<file path="config.mk">
export PLATFORM = sky130hd
export DESIGN_NAME = lram_arb
export DESIGN_NICKNAME = d
export VERILOG_FILES = /design/src/rtl/lram_pkg.sv /design/src/rtl/lram_tagpipe.sv /design/src/rtl/lram_arb.sv
export SDC_FILE = /design/constraint.sdc
export NUM_CORES = 1
export LEC_CHECK = 0
export ABC_AREA = 1
export CAP_MARGIN = 10
export CORE_MARGIN = 2
export CORE_UTILIZATION = 35
export CTS_CLUSTER_DIAMETER = 100
export DETAILED_ROUTE_END_ITERATION = 12
export PLACE_DENSITY = 0.86
export SKIP_LAST_GASP = 1
export SYNTH_ARGS = -nofsm -noshare
export SYNTH_HDL_FRONTEND = slang
export SYNTH_SLANG_ARGS = --single-unit
</file>
<file path="constraint.sdc">
create_clock -name sys_clk -period 1.99 [get_ports sys_clk]
set_clock_uncertainty 0.1 [all_clocks]
set_input_delay 0.398 -clock sys_clk [delete_from_list [all_inputs] [get_ports sys_clk]]
set_output_delay 0.398 -clock sys_clk [all_outputs]
set_load 0.05 [all_outputs]
</file>
<file path="src/rtl/lram_pkg.sv">
// Shared widths and the read-return tag type for the local-RAM arbiter.
package lram_pkg;

    localparam int unsigned AW_DEF         = 10;
    localparam int unsigned DW_DEF         = 32;
    localparam int unsigned RD_LAT_DEF     = 2;
    localparam int unsigned STARVE_MAX_DEF = 4;

    typedef enum logic [1:0] {
        TAG_NONE = 2'd0,
        TAG_A    = 2'd1,
        TAG_B    = 2'd2
    } tag_t;

endpackage

</file>
<file path="src/rtl/lram_tagpipe.sv">
// Shift register carrying the owner of each issued read until its data returns.
module lram_tagpipe
    import lram_pkg::*;
#(
    parameter int unsigned DEPTH = RD_LAT_DEF + 1
) (
    input  logic clk,
    input  logic rst_n,
    input  tag_t push_tag,
    output tag_t out_tag,
    output logic busy
);

    tag_t stage [DEPTH];

    always_ff @(posedge clk or negedge rst_n) begin
        if (!rst_n) begin
            for (int unsigned i = 0; i < DEPTH; i++) begin
                stage[i] <= TAG_NONE;
            end
        end else begin
            stage[0] <= push_tag;
            for (int unsigned i = 1; i < DEPTH; i++) begin
                stage[i] <= stage[i-1];
            end
        end
    end

    assign out_tag = stage[DEPTH-1];

    // Any owned slot means a read is still on its way back
    always_comb begin
        busy = 1'b0;
        for (int unsigned i = 0; i < DEPTH; i++) begin
            if (stage[i] != TAG_NONE) begin
                busy = 1'b1;
            end
        end
    end

endmodule

</file>
<file path="src/rtl/lram_arb.sv">
// Two-port arbiter/sequencer in front of the local RAM: picks one request per
// cycle, registers it onto the RAM pins and routes read data back to its owner.
module lram_arb
    import lram_pkg::*;
#(
    parameter int unsigned AW         = AW_DEF,
    parameter int unsigned DW         = DW_DEF,
    parameter int unsigned RD_LAT     = RD_LAT_DEF,
    parameter int unsigned STARVE_MAX = STARVE_MAX_DEF
) (
    input  logic          sys_clk,
    input  logic          resetl,

    input  logic          a_req,
    input  logic          a_wr,
    input  logic [AW-1:0] a_addr,
    input  logic [DW-1:0] a_wdata,
    output logic          a_ack,
    output logic          a_rvalid,

    input  logic          b_req,
    input  logic          b_wr,
    input  logic [AW-1:0] b_addr,
    input  logic [DW-1:0] b_wdata,
    output logic          b_ack,
    output logic          b_rvalid,

    output logic [DW-1:0] rdata,

    output logic          ram_cs_n,
    output logic          ram_we_n,
    output logic [AW-1:0] ram_a,
    output logic [DW-1:0] ram_din,
    input  logic [DW-1:0] ram_dout,

    output logic          busy
);

    localparam int unsigned SW = $clog2(STARVE_MAX + 1);

    logic [SW-1:0] starve_cnt;
    logic          grant_a;
    logic          grant_b;
    logic          sel_wr;
    logic [AW-1:0] sel_addr;
    logic [DW-1:0] sel_wdata;
    tag_t          push_tag;
    tag_t          out_tag;

    // A has priority; B overtakes only once it has lost STARVE_MAX times in a row
    always_comb begin
        grant_a = 1'b0;
        grant_b = 1'b0;
        if (a_req && b_req) begin
            if (starve_cnt == SW'(STARVE_MAX)) begin
                grant_b = 1'b1;
            end else begin
                grant_a = 1'b1;
            end
        end else begin
            grant_a = a_req;
            grant_b = b_req;
        end
    end

    assign a_ack = grant_a;
    assign b_ack = grant_b;

    always_comb begin
        sel_wr    = a_wr;
        sel_addr  = a_addr;
        sel_wdata = a_wdata;
        if (grant_b) begin
            sel_wr    = b_wr;
            sel_addr  = b_addr;
            sel_wdata = b_wdata;
        end
        push_tag = TAG_NONE;
        if (grant_a && !a_wr) begin
            push_tag = TAG_A;
        end else if (grant_b && !b_wr) begin
            push_tag = TAG_B;
        end
    end

    // A pending B that is not granted has necessarily lost to A
    always_ff @(posedge sys_clk or negedge resetl) begin
        if (!resetl) begin
            starve_cnt <= '0;
        end else if (!b_req || grant_b) begin
            starve_cnt <= '0;
        end else if (starve_cnt != SW'(STARVE_MAX)) begin
            starve_cnt <= starve_cnt + SW'(1);
        end
    end

    // Address and write data hold when idle so the RAM pins stay quiet
    always_ff @(posedge sys_clk or negedge resetl) begin
        if (!resetl) begin
            ram_cs_n <= 1'b1;
            ram_we_n <= 1'b1;
            ram_a    <= '0;
            ram_din  <= '0;
        end else if (grant_a || grant_b) begin
            ram_cs_n <= 1'b0;
            ram_we_n <= ~sel_wr;
            ram_a    <= sel_addr;
            ram_din  <= sel_wdata;
        end else begin
            ram_cs_n <= 1'b1;
            ram_we_n <= 1'b1;
        end
    end

    lram_tagpipe #(
        .DEPTH (RD_LAT + 1)
    ) u_tagpipe (
        .clk      (sys_clk),
        .rst_n    (resetl),
        .push_tag (push_tag),
        .out_tag  (out_tag),
        .busy     (busy)
    );

    assign a_rvalid = (out_tag == TAG_A);
    assign b_rvalid = (out_tag == TAG_B);
    assign rdata    = ram_dout;

endmodule

</file>
==> run_results.csv, run 1 <==
group,metric,value,unit
sta,maxSlewHeadroom,64.8,%
floorplanning,placementRows,32,
placed_design,finalWeightedCongestion,0.785,
sta,final.setup.tns,0,ns
logic_synthesis,syn_nets,464,
detailed_routing,antenna_viol_nets_final,0,
logic_synthesis,ys_warn_count,0,
detailed_routing,drt_pass1_iterations,4,
cells_and_area,finish.cell_count_without_fillers,546,
worst_setup_path,critical_path.startpoint_type,"flip-flop",
logic_synthesis,ys_types,15,
floorplanning,floorplan.initialDensity,35.9,%
pwr,power_density,712,nW/um^2
sta,final.period_utilization,97.9,%
floorplanning,die_w,92.8,um
pwr,p_leak,2.06,nW
floorplanning,die_area,8610,um^2
worst_setup_path,slowest_stage,"sky130_fd_sc_hd__clkdlybuf4s50_1",
detailed_routing,wl,7490,um
floorplanning,die_h,92.8,um
cts,worst_setup_hold_path_clk_slew,0.09,ns
job,max-cap-violations,0,
cells_and_area,antenna_cells,0,
global_route,pin_count_of_the_biggest_net_entering_global_routing,42,
logic_synthesis,synthCells,340,
logic_synthesis,yosysSeqAreaShare,48.1,%
cts,clock_tree_from_tritoncts,"yes",
worst_setup_path,timing.critical_path.fanout_max,2,
global_route,initial_antenna_violation_count,0,
cts,clock_sink_count,53,
sta,timing.final.setup_violations,0,
worst_setup_path,worst-path-buf-inv,1,
sta,maxClockFrequency,513,MHz
worst_setup_path,nature_of_the_critical_path_endpoint,"primary output",
sta,hold_viol,0,
worst_setup_path,origin_of_the_worst_setup_path,"ram_din[23]$_DFFE_PN0N_",
detailed_routing,dr.first_iter.drc_count,109,
worst_setup_path,worstPathRequired,1.49,ns
worst_setup_path,timing.reg2reg.setup_slack,0.35,ns
detailed_routing,post_route_drc_violation_count,0,
floorplanning,floorplan.io_pins,203,
cells_and_area,num-nets-final,567,
sta,finalMaxSlewViolations,0,
global_route,vias_in_the_first_global_route,2620,
placed_design,dpl.cell_count,537,
cts,number_of_levels_in_the_clock_h_tree,2,
sta,rsz0062_at_grt,"true",
cts,max-clock-path-buffers,2,
cells_and_area,mostFrequentLayoutCells,"sky130_fd_sc_hd__nand3_1 (130), sky130_fd_sc_hd__clkdlybuf4s50_1 (88), sky130_fd_sc_hd__dfrtp_1 (51), sky130_fd_sc_hd__nand2_1 (48), sky130_fd_sc_hd__buf_4 (43)",
placed_design,hpwl,5600,um
sta,worst-slew-pin-transition,0.528,ns
placed_design,io_buffers,138,
cells_and_area,drive_above_1_share,13.3,%
worst_setup_path,cp_cell_sequence,"clkdlybuf4s50_1",
global_route,global_route.usage.total,17.0,%
logic_synthesis,synth.cell_area,2760,um^2
worst_setup_path,cp.arrival,1.45,ns
cts,post_cts_setup_driven_buffer_insertion_count,0,
detailed_routing,avgRoutedWirePerCell,13.7,um
worst_setup_path,crit_type,"reg2out",
cts,cts_inserted_buffers,5,
sta,final_period_minus_worst_setup_slack,1.95,ns
global_route,gr-total-overflow,0,
detailed_routing,route.vias.total,2689,
worst_setup_path,critical-path-max-stage-delay,0.80,ns
hold_path,timing.hold.worst.class,"reg2reg",
logic_synthesis,postSynthRegisterBits,53,
global_route,grt_first_pass_wirelength,11900,um
cts,worst_skew_pair.late_latency,0.30,ns
run_status,status,"finished clean",
cells_and_area,area.growth.synth_to_final,48.0,%
cts,clk_root_buffer_cell,"sky130_fd_sc_hd__clkbuf_8",
worst_setup_path,cp_top_family,"buffers and inverters",
hold_path,min_from,"u_tagpipe.stage[4]$_DFF_PN0_",
logic_synthesis,post_synth.cell_area_avg,8.12,um^2
cells_and_area,mostFrequentLayoutCell,"sky130_fd_sc_hd__nand3_1",
detailed_routing,via_per_inst,4.92,
floorplanning,coreArea,7690,um^2
pwr,peakVddDrop,0.332,mV
worst_setup_path,regToRegStartpoint,"starve_cnt[0]$_DFFE_PN0P_",
## repair_timing
action / 4_1_cts / 5_1_grt
hold buffers: 1 / 0
gates cloned: 0 / 0
gates resized for setup: 2 / 17
pin swaps: 0 / 1
endpoints found under the setup margin: 2 / 16
endpoints found under the hold margin: 16 / 0
## routing by layer
metal	GRT usage, %	up-vias	part of all wire, %
met5	0	-	0
met4	5.27	0	1.7
met3	4.96	18	8.7
met2	29.8	132	50
met1	20.2	1261	40
li1	-	1278	-
## path summary, 6_finish.rpt
| path | end | depth (start not counted) |
|---|---|---|
| max | ram_din[23] | 1 |
| min reg2reg | u_tagpipe.stage[2]$_DFF_PN0_ | 0 |
| max in group asynchronous | ram_a[5]$_DFFE_PN0N_ | 3 |
| min in group asynchronous | ram_din[30]$_DFFE_PN0N_ | 2 |
| min | u_tagpipe.stage[2]$_DFF_PN0_ | 0 |
| max reg2reg | ram_we_n$_DFF_PN1_ | 7 |
## cell type report
type,instances,area [um^2]
timing repair buffer,152,1450
fill,725,3600
sequential,53,1330
clock inverter,2,35.0
multi-input combinational,205,972
clock buffer,6,72.6
inverter,26,97.6
tap,102,128
## Yosys cell counts
library cell | instances | area share [%]
sky130_fd_sc_hd__buf_2 | 10 | 1.8
sky130_fd_sc_hd__inv_2 | 1 | 0.14
sky130_fd_sc_hd__buf_4 | 35 | 9.5
sky130_fd_sc_hd__xnor2_1 | 1 | 0.32
sky130_fd_sc_hd__ha_1 | 2 | 0.91
sky130_fd_sc_hd__clkbuf_1 | 6 | 0.82
sky130_fd_sc_hd__inv_1 | 25 | 3.4
sky130_fd_sc_hd__buf_6 | 3 | 1.2
sky130_fd_sc_hd__nor2_1 | 22 | 3.0
sky130_fd_sc_hd__buf_1 | 2 | 0.27
sky130_fd_sc_hd__nand2_1 | 49 | 6.7
sky130_fd_sc_hd__dfstp_2 | 2 | 1.9
sky130_fd_sc_hd__nand3_1 | 130 | 24
sky130_fd_sc_hd__nand4_1 | 1 | 0.23
sky130_fd_sc_hd__dfrtp_1 | 51 | 46
## metrics by stage
stage	cell area (um^2)	hold WS (ns)	util, %	worst slack [ns]	power [mW]
after floorplan	2760	0.00241	-	0.135	1.96
after global placement	3920	0.245	51.0	0.0343	2.20
after detailed placement	3920	0.248	51.0	0.000282	2.23
after CTS	4040	0.282	52.5	0.0000205	2.94
after global routing	4090	0.305	53.1	-0.0495	3.04
final	4090	0.280	53.1	0.0408	2.91
## logic make-up after synthesis
logic type               synth area share [%]
XOR/XNOR                                0.317
adder cells (fa/ha/maj)                 0.906
buffers and inverters                    17.2
flip-flops                               48.1
AND/OR/NAND/NOR                          33.5
## flip-flops by register name, indices dropped and copies added, names as in the netlist
signal,flops
ram_din,32
ram_a,10
u_tagpipe.stage,4
starve_cnt,3
u_tagpipe.out_tag,2
ram_cs_n,1
ram_we_n,1
## where the power goes
part / leakage (nW) / switching [mW] / internal, mW
Combinational: 1.36 / 0.584 / 0.381
Sequential: 0.639 / 0.0563 / 1.18
Clock: 0.0552 / 0.337 / 0.374
Total: 2.06 / 0.978 / 1.93
Note: power is estimated with default switching activity, not from simulation.
==> inputs of run 2 (changes only) <==
PLACE_DENSITY = 0.81   (was 0.86)
==> run 2 against run 1 <==
Net effect: fmax fell by 0.14%; via count is 0.52% lower; flip-flop and latch count did not move; sequential share of layout area grew 0.070 points; clock-buffer cell count grew 1; first-iteration DRC count rose by 27%; register-to-register slack better by 0.10 ns; non-clock buffer count shrank 1; cell count fell by 0.18%; worst setup slack lost 0.0027 ns; hold slack improved by 0.0024 ns; critical path type unchanged; critical endpoint is now ram_din[5]; highest routed layer unchanged.
==> run_results.csv, run 2 (synthesized netlist as in run 1, its figures left out) <==
group,metric,value,unit
cts,clock_sink_count,53,
floorplanning,placementRows,32,
placed_design,placed_area,3920,um^2
pwr,p_switching,974,uW
floorplanning,die_area,8610,um^2
pwr,switching_share,34.2,%
cells_and_area,seqCellArea,1330,um^2
detailed_routing,antenna_viol_nets_final,0,
worst_setup_path,critical_path.startpoint_type,"flip-flop",
detailed_routing,via_per_inst,4.91,
cts,cts_inserted_buffers,5,
global_route,pin_count_of_the_biggest_net_entering_global_routing,58,
worst_setup_path,worstPathRequired,1.49,ns
sta,maxClockFrequency,512,MHz
worst_setup_path,cp_top_family,"buffers and inverters",
cells_and_area,registers_with_the_most_flip_flops,"ram_din (32), ram_a (10), u_tagpipe.stage (4)",
sta,rsz0062_at_grt,"false",
cells_and_area,num-nets-final,566,
pwr,p_int,1.87,mW
detailed_routing,drt_pass1_iterations,4,
cts,clk_root_buffer_cell,"sky130_fd_sc_hd__clkbuf_8",
sta,maxSlewHeadroom,63.7,%
global_route,vias_in_the_first_global_route,2622,
cts,clock_tree_from_tritoncts,"yes",
sta,worst-slew-pin-transition,0.544,ns
cells_and_area,antenna_cells,0,
global_route,initial_antenna_violation_count,0,
job,max-cap-violations,0,
run_status,status,"finished clean",
floorplanning,coreArea,7690,um^2
placed_design,finalWeightedCongestion,0.741,
pwr,p_leak,2.05,nW
floorplanning,floorplan.initialDensity,35.9,%
pwr,share_comb_of_total_power,33.8,%
worst_setup_path,worst-path-buf-inv,1,
worst_setup_path,critical-path-max-stage-delay,0.80,ns
cells_and_area,finalInstanceArea,4080,um^2
cells_and_area,finish.cell_count_without_fillers,545,
cells_and_area,area.growth.synth_to_final,47.7,%
sta,final.setup.tns,0,ns
cells_and_area,mostFrequentLayoutCells,"sky130_fd_sc_hd__nand3_1 (130), sky130_fd_sc_hd__clkdlybuf4s50_1 (88), sky130_fd_sc_hd__dfrtp_1 (51), sky130_fd_sc_hd__nand2_1 (48), sky130_fd_sc_hd__buf_4 (41)",
global_route,global_route.usage.total,17.8,%
sta,final.period_utilization,98.1,%
cells_and_area,mostFrequentLayoutCell,"sky130_fd_sc_hd__nand3_1",
placed_design,io_buffers,138,
global_route,grt_first_pass_wirelength,12500,um
detailed_routing,avgRoutedWirePerCell,13.7,um
pwr,power_density,698,nW/um^2
global_route,gr-total-overflow,0,
cells_and_area,layout.filler_cells,716,
placed_design,hpwl,5550,um
worst_setup_path,slowest_stage,"sky130_fd_sc_hd__clkdlybuf4s50_1",
placed_design,dpl.cell_count,535,
worst_setup_path,timing.critical_path.fanout_max,2,
worst_setup_path,cp_cell_sequence,"clkdlybuf4s50_1",
pwr,p_seq_share,43.4,%
floorplanning,die_w,92.8,um
hold_path,timing.hold.worst.class,"reg2reg",
worst_setup_path,cp.arrival,1.45,ns
detailed_routing,post_route_drc_violation_count,0,
cts,number_of_levels_in_the_clock_h_tree,2,
cts,max-clock-path-buffers,2,
cells_and_area,area_occupied_by_multi_input_gates,967,um^2
worst_setup_path,nature_of_the_critical_path_endpoint,"primary output",
cells_and_area,top_register,"ram_din",
cells_and_area,drive_above_1_share,13.3,%
pwr,clock_power_share,22.8,%
pwr,peakVddDrop,0.345,mV
sta,timing.final.setup_violations,0,
worst_setup_path,crit_type,"reg2out",
detailed_routing,route.vias.total,2675,
cts,worst_setup_hold_path_clk_slew,0.09,ns
floorplanning,floorplan.io_pins,203,
detailed_routing,wl,7490,um
sta,hold_viol,0,
pwr,finalPower,2.85,mW
floorplanning,die_h,92.8,um
detailed_routing,dr.first_iter.drc_count,138,
sta,final_period_minus_worst_setup_slack,1.95,ns
cts,worst_skew_pair.late_latency,0.30,ns
sta,finalMaxSlewViolations,0,
cells_and_area,largest_register_ffs,32,
[run 2: cell count changes in the layout (fill, tap and decap cells not counted)]
| cell | previous run | this run |
|---|---|---|
| sky130_fd_sc_hd__buf_4 | 43 | 41 |
| sky130_fd_sc_hd__buf_6 | 1 | 0 |
| sky130_fd_sc_hd__inv_1 | 25 | 24 |
| sky130_fd_sc_hd__dlygate4sd2_1 | 1 | 2 |
| sky130_fd_sc_hd__nand2_2 | 0 | 1 |
| sky130_fd_sc_hd__buf_12 | 1 | 2 |
| sky130_fd_sc_hd__clkbuf_1 | 1 | 0 |
| sky130_fd_sc_hd__bufinv_16 | 1 | 0 |
| sky130_fd_sc_hd__clkbuf_8 | 5 | 7 |
| sky130_fd_sc_hd__nand2_4 | 1 | 0 |
| sky130_fd_sc_hd__inv_2 | 1 | 2 |
[run 2: metrics by stage]
| step | utilization [%] | hold slack (ns) | setup WS (ns) |
|---|---|---|---|
| floorplan | - | 0.00241 | 0.135 |
| global placement | 51.0 | 0.229 | 0.0909 |
| detailed placement | 51.0 | 0.246 | 0.0878 |
| CTS | 52.4 | 0.284 | 0.00512 |
| global route | 53.0 | 0.299 | 0.00274 |
| finish | 53.0 | 0.283 | 0.0381 |
[run 2: path summary, 6_finish.rpt]
path	startpoint	to	slack (ns)	depth (start not counted)
setup / recovery	ram_din[5]$_DFFE_PN0N_	ram_din[5]	0.04	1
hold / removal	u_tagpipe.stage[4]$_DFF_PN0_	u_tagpipe.stage[2]$_DFF_PN0_	0.28	0
setup reg to reg	starve_cnt[0]$_DFFE_PN0P_	ram_a[5]$_DFFE_PN0N_	0.45	7
hold reg to reg	u_tagpipe.stage[4]$_DFF_PN0_	u_tagpipe.stage[2]$_DFF_PN0_	0.28	0
max in group asynchronous	resetl	ram_din[21]$_DFFE_PN0N_	0.68	3
min in group asynchronous	resetl	ram_din[30]$_DFFE_PN0N_	0.44	2
[run 2: layer usage]
layer	up-vias	share of wire (%)	track usage [%]
met3	12	8.8	4.64
met5	-	0	0
li1	1280	-	-
met2	129	50	31.2
met1	1254	40	21.7
met4	0	1.3	4.90
[run 2: layout make-up]
type	instances	area share [%]
clock buffer	7	2.36
clock inverter	1	0.123
inverter	26	2.39
multi-input combinational	205	23.7
sequential	53	32.6
tap	102	3.13
timing repair buffer	151	35.7
[run 2: repair_timing]
item / in CTS / in global routing
hold buffers: 1 / 0
endpoints found under the setup margin: 2 / 16
gates resized for setup: 2 / 16
endpoints found under the hold margin: 14 / 0
setup buffers: 0 / 1
gates cloned: 0 / 0
[run 2: power by group through the flow]
stage          Clock (mW)  Sequential [mW]  Combinational (mW)
2_1_floorplan           0             1.57               0.388
3_3_place_gp            0             1.25               0.958
3_5_place_dp            0             1.26               0.975
4_1_cts             0.679             1.24               0.974
5_1_grt             0.708             1.25                1.02
6_report            0.648             1.24               0.963
